### src/rtl/instr_stat_profiler.sv
// Retired-instruction statistics: live R/I/J/SYS/TOTAL counters, shadow snapshot bank,
// sticky overflow and a syscall $a0 latch. Define STAT_CYCLE_CNT_EN to build the cycle counter.
//
//   state  | meaning
//   RUN    | retires (and cycles) are counted
//   FROZEN | live counters hold; snap, clear, read port and syscall latch still active

module instr_stat_profiler #(
    parameter int          CNT_W         = 32,
    parameter bit          SATURATE      = 1'b1,
    parameter logic [5:0]  SYSCALL_FUNCT = 6'h0C
) (
    input  logic             clk,
    input  logic             rst,
    input  logic             retire_valid,
    input  logic [31:0]      instr,
    input  logic [31:0]      a0_val,
    input  logic             clear,
    input  logic             freeze,
    input  logic             snap,
    input  logic [2:0]       rd_sel,
    output logic [CNT_W-1:0] rd_data,
    output logic [31:0]      hex_out,
    output logic             sys_pending,
    output logic             ovf
);

    localparam int IDX_R   = 0;
    localparam int IDX_I   = 1;
    localparam int IDX_J   = 2;
    localparam int IDX_SYS = 3;
    localparam int IDX_TOT = 4;
    localparam logic [CNT_W-1:0] CNT_MAX = '1;

    typedef enum logic {
        RUN    = 1'b0,
        FROZEN = 1'b1
    } state_t;

    state_t state_q;
    state_t state_d;

    logic [5:0] opcode;
    logic [5:0] funct;
    logic       is_sys;
    logic       is_r;
    logic       is_j;
    logic       is_i;
    logic       unused_instr;

    logic [4:0]            hit;
    logic [4:0][CNT_W-1:0] live_q;
    logic [4:0][CNT_W-1:0] live_d;
    logic [4:0][CNT_W-1:0] shadow_q;
    logic                  ovf_set;
    logic [CNT_W-1:0]      rd_mux;

`ifdef STAT_CYCLE_CNT_EN
    logic [CNT_W-1:0] cyc_q;
    logic [CNT_W-1:0] cyc_d;
    logic [CNT_W-1:0] shadow_cyc_q;
`endif

    function automatic logic [CNT_W-1:0] bump_val(input logic [CNT_W-1:0] v);
        if (v == CNT_MAX) begin
            return SATURATE ? CNT_MAX : '0;
        end
        return v + CNT_W'(1);
    endfunction

    assign opcode       = instr[31:26];
    assign funct        = instr[5:0];
    assign is_sys       = (opcode == 6'd0) && (funct == SYSCALL_FUNCT);
    assign is_r         = (opcode == 6'd0) && !is_sys;
    assign is_j         = (opcode == 6'd2) || (opcode == 6'd3);
    assign is_i         = !is_sys && !is_r && !is_j;
    assign unused_instr = &{1'b0, instr[25:6]};

    always_ff @(posedge clk or posedge rst) begin
        if (rst) begin
            state_q <= RUN;
        end else begin
            state_q <= state_d;
        end
    end

    always_comb begin
        state_d = state_q;
        case (state_q)
            RUN:     if (freeze)  state_d = FROZEN;
            FROZEN:  if (!freeze) state_d = RUN;
            default: state_d = RUN;
        endcase
    end

    // Each counter overflows independently; any of them can raise the shared sticky flag.
    always_comb begin
        hit     = '0;
        live_d  = live_q;
        ovf_set = 1'b0;
        if (retire_valid && (state_q == RUN)) begin
            hit[IDX_TOT] = 1'b1;
            hit[IDX_SYS] = is_sys;
            hit[IDX_R]   = is_r;
            hit[IDX_J]   = is_j;
            hit[IDX_I]   = is_i;
        end
        for (int k = 0; k < 5; k++) begin
            if (hit[k]) begin
                live_d[k] = bump_val(live_q[k]);
                if (live_q[k] == CNT_MAX) ovf_set = 1'b1;
            end
        end
`ifdef STAT_CYCLE_CNT_EN
        cyc_d = cyc_q;
        if (state_q == RUN) begin
            cyc_d = bump_val(cyc_q);
            if (cyc_q == CNT_MAX) ovf_set = 1'b1;
        end
`endif
    end

    // clear wins over everything except hex_out, which keeps the last syscall value.
    always_ff @(posedge clk or posedge rst) begin
        if (rst) begin
            live_q      <= '0;
            shadow_q    <= '0;
            ovf         <= 1'b0;
            sys_pending <= 1'b0;
            hex_out     <= '0;
        end else if (clear) begin
            live_q      <= '0;
            shadow_q    <= '0;
            ovf         <= 1'b0;
            sys_pending <= 1'b0;
        end else begin
            live_q <= live_d;
            if (snap) shadow_q <= live_q;
            if (ovf_set) ovf <= 1'b1;
            if (retire_valid && is_sys) begin
                hex_out     <= a0_val;
                sys_pending <= 1'b1;
            end
        end
    end

`ifdef STAT_CYCLE_CNT_EN
    always_ff @(posedge clk or posedge rst) begin
        if (rst) begin
            cyc_q        <= '0;
            shadow_cyc_q <= '0;
        end else if (clear) begin
            cyc_q        <= '0;
            shadow_cyc_q <= '0;
        end else begin
            cyc_q <= cyc_d;
            if (snap) shadow_cyc_q <= cyc_q;
        end
    end
`endif

    always_comb begin
        rd_mux = '0;
        case (rd_sel)
            3'd0: rd_mux = shadow_q[IDX_R];
            3'd1: rd_mux = shadow_q[IDX_I];
            3'd2: rd_mux = shadow_q[IDX_J];
            3'd3: rd_mux = shadow_q[IDX_SYS];
            3'd4: rd_mux = shadow_q[IDX_TOT];
`ifdef STAT_CYCLE_CNT_EN
            3'd5: rd_mux = shadow_cyc_q;
`endif
            default: rd_mux = '0;
        endcase
    end

    always_ff @(posedge clk or posedge rst) begin
        if (rst) begin
            rd_data <= '0;
        end else begin
            rd_data <= rd_mux;
        end
    end

endmodule

### config.mk
export PLATFORM = sky130hd
export DESIGN_NAME = instr_stat_profiler
export DESIGN_NICKNAME = d
export VERILOG_FILES = /design/src/rtl/instr_stat_profiler.sv
export SDC_FILE = /design/constraint.sdc
export NUM_CORES = 1
export LEC_CHECK = 0
export CORE_ASPECT_RATIO = 0.9
export CORE_MARGIN = 2
export CORE_UTILIZATION = 35
export CTS_CLUSTER_SIZE = 25
export DETAILED_ROUTE_END_ITERATION = 12
export PLACE_DENSITY = 0.57
export SYNTH_ARGS = -nofsm -noshare
export SYNTH_HDL_FRONTEND = slang
export SYNTH_SLANG_ARGS = --single-unit
export TNS_END_PERCENT = 5
### constraint.sdc
create_clock -name clk -period 32.8 [get_ports clk]
set_input_delay 6.56 -clock clk [delete_from_list [all_inputs] [get_ports clk]]
set_output_delay 6.56 -clock clk [all_outputs]
set_load 0.05 [all_outputs]
; Yosys cells after proc, flatten, opt, wreduce, memory -nomap -nowiden
; Cells that the tools add are included.
[word_totals]
reg_bits = 387
in_bits = 73
output_inout_bits = 66
word_cells = 99
[op_classes]
addsub = 5
n_eq_ne = 12
muxes = 44
bitwise_logic = 2
reduce_logical = 21
[op_table]
columns = op, n
row1 = $mux W160, 3
row2 = $mux W32, 15
row3 = $add A32 B1 Y32 const B, 5
row4 = $eq A32 B32 Y1 const B, 5
row5 = $pmux W32 S5, 1
row6 = $mux W1, 24
row7 = $reduce_bool A2 Y1, 8
row8 = $eq A6 B2 Y1 const B, 2
row9 = $eq A3 B2 Y1 const B, 2
row10 = $eq A6 B4 Y1 const B, 1
row11 = $logic_and A1 B1 Y1, 6
row12 = $logic_not A6 Y1, 1
row13 = $mux W5, 1
row14 = $eq A3 B1 Y1 const B, 1
row15 = $eq A3 B3 Y1 const B, 1
row16 = $logic_not A1 Y1, 3
row17 = $logic_not A3 Y1, 1
row18 = $not A1 Y1, 2
row19 = $reduce_and A2 Y1, 1
row20 = $logic_or A1 B1 Y1, 1

; Longest topological paths before layout
; Gate-level depths: netlist (run 1).
[logic_depth]
depth_word = 19
depth_mapped = 8
mapped_depth_nobuf = 6

; Worst setup path before layout (run 1)
; Ideal clock, no wire load.
[synth_timing]
path_type = in2reg
from = in instr[27]
to = reg hex_out[10]
setup_time_ps = 125
t_arrival_ps = 8207
path_slack_ps = 24468
stages = 7
path_buffers = 3
cell_sequence = clkbuf_1 or2_2 nor3_1 and4_1 clkbuf_1 buf_2 mux2_2
[synth_via]
elab_chain_len = 4
[synth_rtl]
columns = element, line_no
row1 = start: declaration, 16  ; input logic [31:0] instr,
row2 = $logic_not A6 Y1, 73  ; assign is_sys = (opcode == 6'd0) && (funct == SYSCALL_FUNCT);
row3 = $logic_and A1 B1 Y1, 73
row4 = $logic_and A1 B1 Y1, 140  ; if (retire_valid && is_sys) begin
row5 = $reduce_and A2 Y1 (no line), n/a
row6 = end signal: assignment, 141  ; hex_out <= a0_val;
row7 = end: declaration, 23  ; output logic [31:0] hex_out,
; No other way between the ends.
; A chain may end at the register's enable or synchronous reset.

==> summary.md, run 1 <==
• **number of synthesized register bits** 387
• **number of nets with antenna violations after detailed routing** 0
• **Leak Pwr** 9.59 nW
• **Hold Path Origin** sys_pending
• **CTS hold repair buffers** 0
• **cell class contributing the biggest share of worst-path delay** buffers and inverters
• **net count of the finished layout** 1980
• **async set-reset flop share out of synthesis** 1.00
• **routed len/inst** 21.4 um
• **Crit-path slowest cell** sky130_fd_sc_hd__buf_4
• **fraction of layout cells with a size suffix above 1** 0.0799
• **maximum clock skew at final layout** 0.0504 ns
• **number of antenna violations at the first check in global routing** 0
• **Critical Path Fanout Max** 108
• **Most used DFF post-synth** sky130_fd_sc_hd__dfrtp_1
• **number of antenna cells inserted** 0
• **Cell Count, Final, Fillers Out** 2625
• **period utilisation layout** 0.277
• **Hold Crit Class** reg2reg
• **Avg Cell Area, Syn** 10.3 um2
• **Power per Cell Area** 45.6 nW/um2
• **number of buffers and inverters on the critical path** 4
• **remaining design rule violation count** 0
• **number of setup buffers added after CTS** 0
• **max-capacitance violation count** 0
• **First-pass DRT Iterations** 7
• **final-layout worst hold slack** 0.484 ns
• **Slew Viols, Final** 0
• **status** finished clean
• **clock tree sinks** 387
• **worst-skew pair later-pin latency** 0.58 ns
• **pre-CTS WS** 23.04 ns
• **Tightest Pin Transition** 1.22 ns
• **total of warnings raised by yosys** 0
• **die outline area** 56000 um2
• **netlist area before placement** 18900 um2
• **sum of net half-perimeters after detailed placement** 38800 um
• **final worst slack** 23.70 ns
• **most used cell, CP** sky130_fd_sc_hd__buf_4
• **horizontal extent of the die** 249 um
• **beginning of the worst register-to-register path** live_q[0]
• **routability congestion estimate from global placement** 0.863
• **initial detailed-routing violation count** 1260
• **total length of routed wires** 56200 um
• **critical path launch point** rst
• **f_max** 110 MHz
• **kind of capture point of the worst setup path** asynchronous set/reset pin
• **Total GRT Usage** 0.198
• **Setup CP Type** in2async
• **number of buffers on the longest clock path** 3
• **die boundary height** 225 um
• **worst path required time** 33.29 ns
• **pin count of the biggest net entering global routing** 109
• **setup repair after global routing missed its margin** false
• **Post-Synthesis Net Count** 1923
• **clock period minus final worst setup slack** 9.10 ns
• **finished layout cell area** 22000 um2
• **count of fill cells added during filler insertion** 5104
• **TritonCTS Buffers** 41
• **maximum resistive drop on vdd** 0.0000312 V
• **depth of the CTS H-tree** 2
• **number of I/O pins** 139
• **core area** 53300 um2
• **total power of the final layout** 1.00 mW
• **post-CTS resize count** 0
• **synthesis-to-finish area growth** 16.4%
• **total number of vias** 15000
• **post-synthesis sequential area ratio** 0.512
• **Startpoint Class** input pin
• **setup violation total in the final timing report** 0
• **clock slew at reported path FFs** 0.06 ns
• **clock root buffer** sky130_fd_sc_hd__clkbuf_16
• **starting density of the core** 0.355
• **worst-path cell chain** clkdlybuf4s50_1 > inv_8 > buf_4 > buf_4
• **number of rows in the core area** 80
• **instance area at placement** 20700 um2
• **Vias/cell** 5.72
• **stage delay of the slowest cell on the critical path** 0.91 ns
• **total negative setup slack** 0 ns
• **Netlist cell types** 77
• **number of flops mapped to enable cells by yosys** 0
• **tightest slew margin relative to the limit** 0.183
• **number of buffers added on ports** 118
• **data arrival time of the worst path** 9.59 ns
• **dpl cells** 2556
• **overflow left after global routing** 0
• **number of failing hold endpoints at the final stage** 0
• **instance count of the mapped netlist** 1845
• **wire length of the first global-routing pass** 86800 um
• **fraction of the core area covered by cells at the end of the flow** 0.414
• **vias in the first global route** 14100
• **TritonCTS clock tree** yes
[area by class of cell]
type | instances | area [um2] | share of cell area
clock buffers | 57 | 1200 | 0.0543
clock inverters | 12 | 173 | 0.00783
inverters | 26 | 105 | 0.00477
multi-input cells | 1303 | 8640 | 0.392
flip-flops and latches | 387 | 9680 | 0.439
well taps | 697 | 872 | 0.0396
repair buffers | 143 | 1370 | 0.0623
[metal layers]
layer  share of wire  global-route usage  vias up
li1                -                   -     6912
met4           0.019              0.0449        0
met1            0.47               0.293     7626
met2            0.46               0.306      389
met5               0                   0        -
met3           0.054              0.0294       75
[layout by cell type, fill, tap and decap left out, drive strengths merged, types with 6 or more instances in the layout]
master / n
nor2: 247
buf: 27
a311oi: 13
xnor2: 12
and3: 38
dfrtp: 387
o211ai: 9
xor2: 32
a221o: 31
a41oi: 9
a211oi: 25
o21ai: 101
and4: 27
inv: 28
a31oi: 24
o21a: 6
nand3: 68
nor4: 32
clkdlybuf4s50: 115
mux2i: 195
a41o: 6
nand4: 75
o22ai: 9
a21oi: 42
nand2: 96
or3: 7
mux2: 33
or4: 6
clkbuf: 58
nor3b: 7
and2: 15
nor3: 71
[power by group]
group	switching, mW	total [mW]	internal (mW)
clock network	0.195	0.480	0.285
logic	0.0322	0.0461	0.0139
registers	0.000901	0.479	0.478
[final timing paths]
check                         endpoint  slack [ns]  depth (start not counted)
max in group clk            live_q[30]       23.71                          6
hold reg to reg            sys_pending        0.48                          1
setup reg to reg            live_q[14]       29.72                          6
hold / removal             sys_pending        0.48                          1
setup / recovery           live_q[120]       23.70                          4
min in group asynchronous          ovf        6.56                          2
[sequential cells by signal, indices dropped and copies added (netlist names)]
register     cells
live_q         160
shadow_q       160
hex_out         32
rd_data         32
ovf              1
state_q          1
sys_pending      1
[cell families after synthesis]
| group | Yosys count | share of synthesized area |
|---|---|---|
| AO/OA/AOI/OAI | 315 | 0.114 |
| XOR/XNOR | 44 | 0.0204 |
| adder cells (fa/ha/maj) | 5 | 0.00331 |
| buffers and inverters | 155 | 0.0337 |
| flip-flops | 387 | 0.512 |
| multiplexers | 228 | 0.123 |
| AND/OR/NAND/NOR | 711 | 0.194 |
[cells in the mapped netlist, drive strengths merged (12+ instances only)]
master / instances / area (um2)
nor3: 71 / 372
xor2: 32 / 280
and2: 15 / 93.8
dfrtp: 387 / 9680
xnor2: 12 / 105
mux2: 33 / 372
nand4: 75 / 475
and3: 38 / 238
buf: 49 / 239
a211oi: 25 / 188
inv: 26 / 97.6
a31oi: 24 / 150
o21ai: 101 / 505
a311oi: 13 / 120
nor2: 247 / 930
a221o: 31 / 310
mux2i: 195 / 1950
nand2: 96 / 360
a21oi: 42 / 210
and4: 27 / 236
nor4: 32 / 307
nand3: 68 / 340
clkbuf: 80 / 302
[worst register-to-register path, stage by stage, from the launching register on]
cell                      delay (ns)
sky130_fd_sc_hd__dfrtp_1        0.45
sky130_fd_sc_hd__ha_1           0.23
sky130_fd_sc_hd__and3_1         0.29
sky130_fd_sc_hd__and3_1         0.32
sky130_fd_sc_hd__nand4_1        0.98
sky130_fd_sc_hd__and3_1         0.57
sky130_fd_sc_hd__nor3_1         0.14
Power figures use the tool's default switching activity.
==> inputs of run 2 (changes only) <==
Settings changed: PLACE_DENSITY 0.57 to 0.59.
Clock period 32.8 ns to 7.6 ns, I/O delays scaled along.
==> summary.md, run 2 (synthesis results as in run 1) <==
• **status** finished clean
• **Vias/cell** 5.74, +0.42%
• **TritonCTS Buffers** 43, +4.9%
• **tightest slew margin relative to the limit** 0.206, +0.0229
• **worst path required time** 8.08 ns, -25.21 ns
• **Power per Cell Area** 202 nW/um2, +340%
• **Tightest Pin Transition** 1.19 ns, -0.0307 ns
• **CTS hold repair buffers** 0, unchanged
• **period utilisation layout** 0.568
• **TritonCTS clock tree** yes
• **uppermost layer routed** met4
• **worst flop-to-flop path endpoint** live_q[57]
• **remaining design rule violation count** 0, unchanged
• **number of rows in the core area** 80, unchanged
• **maximum clock skew at final layout** 0.0251 ns, -0.0254 ns
• **number of failing hold endpoints at the final stage** 0, unchanged
• **R2R depth** 6, unchanged
• **switching fraction of total power** 0.230, +0.00303
• **die boundary height** 225 um, unchanged
• **number of antenna cells inserted** 0, unchanged
• **maximum resistive drop on vdd** 0.000167 V, +440%
• **die outline area** 56000 um2, unchanged
• **total number of vias** 15100, +0.65%
• **beginning of the worst register-to-register path** live_q[32]
• **net count of the finished layout** 1980, unchanged
• **number of buffers on the longest clock path** 3, unchanged
• **Int Pwr** 3.45 mW, +340%
• **hold worst-path end** sys_pending
• **Critical Path Fanout Max** 10, -91%
• **count of fill cells added during filler insertion** 5101, -0.059%
• **fraction of the core area covered by cells at the end of the flow** 0.417, +0.00282
• **f_max** 232 MHz
• **Startpoint Class** input pin
• **Setup CP Type** in2reg
• **clock slew at reported path FFs** 0.06 ns, about the same
• **starting density of the core** 0.355, unchanged
• **detailed route wirelength on metal3** 3640 um, +21%
• **clock root buffer** sky130_fd_sc_hd__clkbuf_16
• **commonest cells after routing, fill and taps aside** 387 x sky130_fd_sc_hd__dfrtp_1, 246 x sky130_fd_sc_hd__nor2_1, 195 x sky130_fd_sc_hd__mux2i_1, 115 x sky130_fd_sc_hd__clkdlybuf4s50_1, 99 x sky130_fd_sc_hd__o21ai_0
• **number of I/O pins** 139, unchanged
• **wire length of the first global-routing pass** 86900 um, about the same
• **synthesis-to-finish area growth** 17.2%
• **setup violation total in the final timing report** 0, unchanged
• **core area** 53300 um2, unchanged
• **number of antenna violations at the first check in global routing** 1, +1
• **number of buffers added on ports** 118, unchanged
• **detailed-routing wirelength on met1** 26400 um, -0.42%
• **routability congestion estimate from global placement** 0.874, +1.3%
• **fraction of layout cells with a size suffix above 1** 0.0827, +0.00285
• **clock tree sinks** 387, unchanged
• **initial detailed-routing violation count** 1436, +14%
• **kind of capture point of the worst setup path** flop
• **data arrival time of the worst path** 4.79 ns, -4.80 ns
• **First-pass DRT Iterations** 7, unchanged
• **final-layout worst hold slack** 0.494 ns, +0.0102 ns
• **clock period minus final worst setup slack** 4.32 ns
• **post-CTS resize count** 0, unchanged
• **total negative setup slack** 0 ns, unchanged
• **vias in the first global route** 14300, +1.4%
• **FF-to-FF setup slack** 4.56 ns, -25.16 ns
• **max-capacitance violation count** 0, unchanged
• **Total GRT Usage** 0.197, -0.000573
• **final worst slack** 3.28 ns, -20.42 ns
• **Worst Hold Depth** 1, unchanged
• **setup repair after global routing missed its margin** false
• **combinational group share of total power** 0.044, -0.002
• **Slew Viols, Final** 0, unchanged
• **horizontal extent of the die** 249 um, unchanged
• **Routed met2 length** 24700 um, -3.4%
• **number of nets with antenna violations after detailed routing** 0, unchanged
• **number of setup buffers added after CTS** 0, unchanged
• **total length of routed wires** 55800 um, -0.74%
• **Hold Path Origin** sys_pending
• **pre-CTS WS** 2.70 ns, -20.34 ns
• **pin count of the biggest net entering global routing** 201, +84%
• **net switching power** 1.03 mW, +350%
• **Hold Crit Class** reg2reg
• **largest registers** live_q x160, shadow_q x160
• **most frequent standard cell in the layout excluding fill and tap cells** sky130_fd_sc_hd__dfrtp_1
• **routed len/inst** 21.2 um, -0.96%
• **Leak Pwr** 9.66 nW, +0.75%
• **sum of net half-perimeters after detailed placement** 37800 um, -2.4%
• **overflow left after global routing** 0, unchanged
• **depth of the CTS H-tree** 2, unchanged
• **total power of the final layout** 4.48 mW, +350%
• **clock network fraction of total power** 0.494, +0.017
• **worst-skew pair later-pin latency** 0.58 ns, about the same
• **part of the power in registers** 0.461, -0.016
## run 2: changes by cell type in the layout (fill, tap and decap cells not counted), moves of 2 or more
| cell | change |
|---|---|
| sky130_fd_sc_hd__buf_12 | +3 |
| sky130_fd_sc_hd__buf_4 | -5 |
| sky130_fd_sc_hd__clkbuf_16 | +3 |
| sky130_fd_sc_hd__clkbuf_8 | +2 |
| sky130_fd_sc_hd__clkinv_2 | +2 |
| sky130_fd_sc_hd__clkinv_4 | +2 |
## run 2: metrics by stage
stage                     area, um2  std cells
after floorplan               18900       1845
after global placement        20700       2554
after detailed placement      20700       2554
after CTS                     22200       2631
after global routing          22200       2631
final                         22200       2631
## run 2: area by class of cell
cell class	instances	area, um2	area share
flip-flops and latches	387	9680	0.436
multi-input cells	1303	8640	0.389
repair buffers	141	1400	0.0629
clock buffers	62	1300	0.0585
well taps	697	872	0.0393
clock inverters	15	201	0.00908
inverters	26	101	0.00457
## run 2: metal layers
metal | vias to the layer above | track usage
met3 | 86 | 0.0354
li1 | 6919 | -
met1 | 7620 | 0.296
met5 | - | 0
met2 | 474 | 0.297
met4 | 0 | 0.0443
## run 2: critical path, stage by stage
cell and delay [ns]:
sky130_fd_sc_hd__clkdlybuf4s50_1 0.46, sky130_fd_sc_hd__nor4_4 0.80, sky130_fd_sc_hd__nand4_1 0.80, sky130_fd_sc_hd__nor4_1 0.91
sky130_fd_sc_hd__a2bb2oi_1 0.17, sky130_fd_sc_hd__o211ai_1 0.11
## run 2: how the worst max path moves through the flow
| stage | startpoint | endpoint | slack, ns |
|---|---|---|---|
| 2_1_floorplan | rst | hex_out[0] | 0.88 |
| 3_3_place_gp | instr[29] | ovf | 2.76 |
| 3_5_place_dp | instr[29] | ovf | 2.70 |
| 4_1_cts | instr[29] | ovf | 3.30 |
| 5_1_grt | instr[29] | ovf | 2.94 |
| 6_report | instr[29] | ovf | 3.28 |
## run 2: power by group through the flow
stage                     clock network, mW  registers [mW]  logic (mW)
after global placement                    0            2.10       0.200
after global routing                   2.35            2.07       0.218
after CTS                              2.26            2.07       0.202
final                                  2.21            2.07       0.199
after detailed placement                  0            2.10       0.202
after floorplan                           0            2.11       0.124
==> inputs of run 3 (changes only) <==
Clock period 7.6 ns to 3.8 ns, I/O delays scaled along.
==> summary.md, run 3 (synthesis results as in run 1) <==
• **beginning of the worst register-to-register path** live_q[96]
• **sum of net half-perimeters after detailed placement** 40100 um, +6.0%
• **finished layout cell area** 22600 um2, +1.7%
• **die boundary height** 225 um, unchanged
• **First-pass DRT Iterations** 5, -2
• **horizontal extent of the die** 249 um, unchanged
• **post-CTS resize count** 0, unchanged
• **number of setup buffers added after CTS** 0, unchanged
• **number of I/O pins** 139, unchanged
• **initial detailed-routing violation count** 1425, -0.77%
• **die outline area** 56000 um2, unchanged
• **TritonCTS clock tree** yes
• **Setup CP Type** reg2reg
• **routability congestion estimate from global placement** 0.832, -4.8%
• **Crit-path slowest cell** sky130_fd_sc_hd__nor4_4
• **stage delay of the slowest cell on the critical path** 0.82 ns, -0.09 ns
• **Power per Cell Area** 397 nW/um2, +97%
• **Critical Path Fanout Max** 13, +3
• **CTS hold repair buffers** 0, unchanged
• **core area** 53300 um2, unchanged
• **Leak Pwr** 9.88 nW, +2.3%
• **max-capacitance violation count** 0, unchanged
• **total power of the final layout** 8.97 mW, +100%
• **most frequent standard cell in the layout excluding fill and tap cells** sky130_fd_sc_hd__dfrtp_1
• **kind of capture point of the worst setup path** flop
• **clock period minus final worst setup slack** 2.87 ns
• **largest registers** live_q x160, shadow_q x160
• **worst-path cell chain** ha_1 > nand4_1 > or3_1 > nor4_4 > nor3_1 > a211oi_1
• **critical path launch point** live_q[96]
• **number of rows in the core area** 80, unchanged
• **total length of routed wires** 57000 um, +2.2%
• **maximum resistive drop on vdd** 0.000328 V, +96%
• **routed len/inst** 21.3 um, +0.59%
• **status** finished clean
• **starting density of the core** 0.355, unchanged
• **overflow left after global routing** 0, unchanged
• **Total GRT Usage** 0.203, +0.00525
• **R2R depth** 6, unchanged
• **number of failing hold endpoints at the final stage** 0, unchanged
• **synthesis-to-finish area growth** 19.2%
• **number of buffers added on ports** 118, unchanged
• **final-layout worst hold slack** 0.479 ns, -0.0153 ns
• **worst flop-to-flop path endpoint** live_q[119]
• **period utilisation layout** 0.756
• **f_max** 348 MHz
• **number of nets with antenna violations after detailed routing** 0, unchanged
• **total number of vias** 15000, -0.39%
• **worst path required time** 4.25 ns, -3.83 ns
• **cell class contributing the biggest share of worst-path delay** simple AND/OR/NAND/NOR gates
• **data arrival time of the worst path** 3.33 ns, -1.46 ns
• **Hold Crit Class** reg2reg
• **worst-skew pair later-pin latency** 0.58 ns, about the same
• **remaining design rule violation count** 0, unchanged
• **Tightest Pin Transition** 0.981 ns, -0.209 ns
• **number of antenna violations at the first check in global routing** 2, +1
• **maximum clock skew at final layout** 0.0180 ns, -0.00711 ns
• **clock tree sinks** 387, unchanged
• **TritonCTS Buffers** 42, -2.3%
• **wire length of the first global-routing pass** 88800 um, +2.2%
• **pin count of the biggest net entering global routing** 169, -16%
• **instance area at placement** 21100 um2, +1.8%
• **FF-to-FF setup slack** 0.93 ns, -3.63 ns
• **clock slew at reported path FFs** 0.06 ns, about the same
• **Slew Viols, Final** 0, unchanged
• **tightest slew margin relative to the limit** 0.346, +0.139
• **number of buffers on the longest clock path** 3, unchanged
• **setup repair after global routing missed its margin** false
• **number of buffers and inverters on the critical path** 0, -1
• **fraction of the core area covered by cells at the end of the flow** 0.424, +0.00693
• **net count of the finished layout** 2021, +2.1%
• **clock root buffer** sky130_fd_sc_hd__clkbuf_16
• **Startpoint Class** flop
• **setup violation total in the final timing report** 0, unchanged
• **endpoint of the most critical setup path** live_q[119]
• **logic depth of the worst path, buffers included** 6, unchanged
• **Vias/cell** 5.62, -2.0%
• **commonest cells after routing, fill and taps aside** 387 x sky130_fd_sc_hd__dfrtp_1, 246 x sky130_fd_sc_hd__nor2_1, 195 x sky130_fd_sc_hd__mux2i_1, 115 x sky130_fd_sc_hd__clkdlybuf4s50_1, 99 x sky130_fd_sc_hd__o21ai_0
• **vias in the first global route** 14600, +1.9%
• **depth of the CTS H-tree** 2, unchanged
• **fraction of layout cells with a size suffix above 1** 0.101, +0.0185
run 3: changes by cell type in the layout (fill, tap and decap cells not counted), moves of 2 or more:
cell	before	now
sky130_fd_sc_hd__buf_12	3	8
sky130_fd_sc_hd__clkbuf_1	5	7
sky130_fd_sc_hd__buf_4	20	57
sky130_fd_sc_hd__clkinv_4	2	0
run 3: how the worst min path moves through the flow:
stage               depth (start not counted)  slack, ns           to         start
finish                                      1       0.48  sys_pending   sys_pending
global route                                2       0.49   live_q[33]           rst
CTS                                         2       0.47   live_q[33]           rst
detailed placement                          1       0.47  sys_pending   sys_pending
global placement                            1       0.47  sys_pending   sys_pending
floorplan                                   1       0.48   rd_data[0]  shadow_q[64]
run 3: report_power, final:
group          internal, mW  switching [mW]
Sequential             4.13         0.00793
Clock                  2.66            1.75
Combinational         0.138           0.282
run 3: worst reg2reg max path, stage by stage (launching register included):
cell and delay, ns:
sky130_fd_sc_hd__dfrtp_1 0.47, sky130_fd_sc_hd__ha_1 0.27, sky130_fd_sc_hd__nand4_1 0.21, sky130_fd_sc_hd__or3_1 0.59, sky130_fd_sc_hd__nor4_4 0.82, sky130_fd_sc_hd__nor3_1 0.13
sky130_fd_sc_hd__a211oi_1 0.26
run 3: area by class of cell:
cell class	count	area, um2
clock inverter	15	221
clock buffer	62	1270
timing repair buffer	183	1770
tap	697	872
multi-input combinational	1303	8640
fill	5072	30700
antenna	1	2.50
inverter	26	101
sequential	387	9680
run 3: metrics by stage:
step	TNS, ns	instances	setup slack (ns)
3_3_place_gp	0	2596	0.434
5_1_grt	0	2673	0.773
6_report	0	2674	0.926
3_5_place_dp	0	2596	0.400
4_1_cts	0	2673	0.951
2_1_floorplan	-837.44	1845	-2.16
run 3: routing by layer:
layer  track usage  part of all wire  up-vias  wire length (um)
met4        0.0507             0.021        0              1190
met2         0.303              0.44      488             25300
li1              -                 -     6974                 -
met1         0.293              0.46     7504             26300
met3        0.0503             0.074       74              4240
met5             0                 0        -                 0
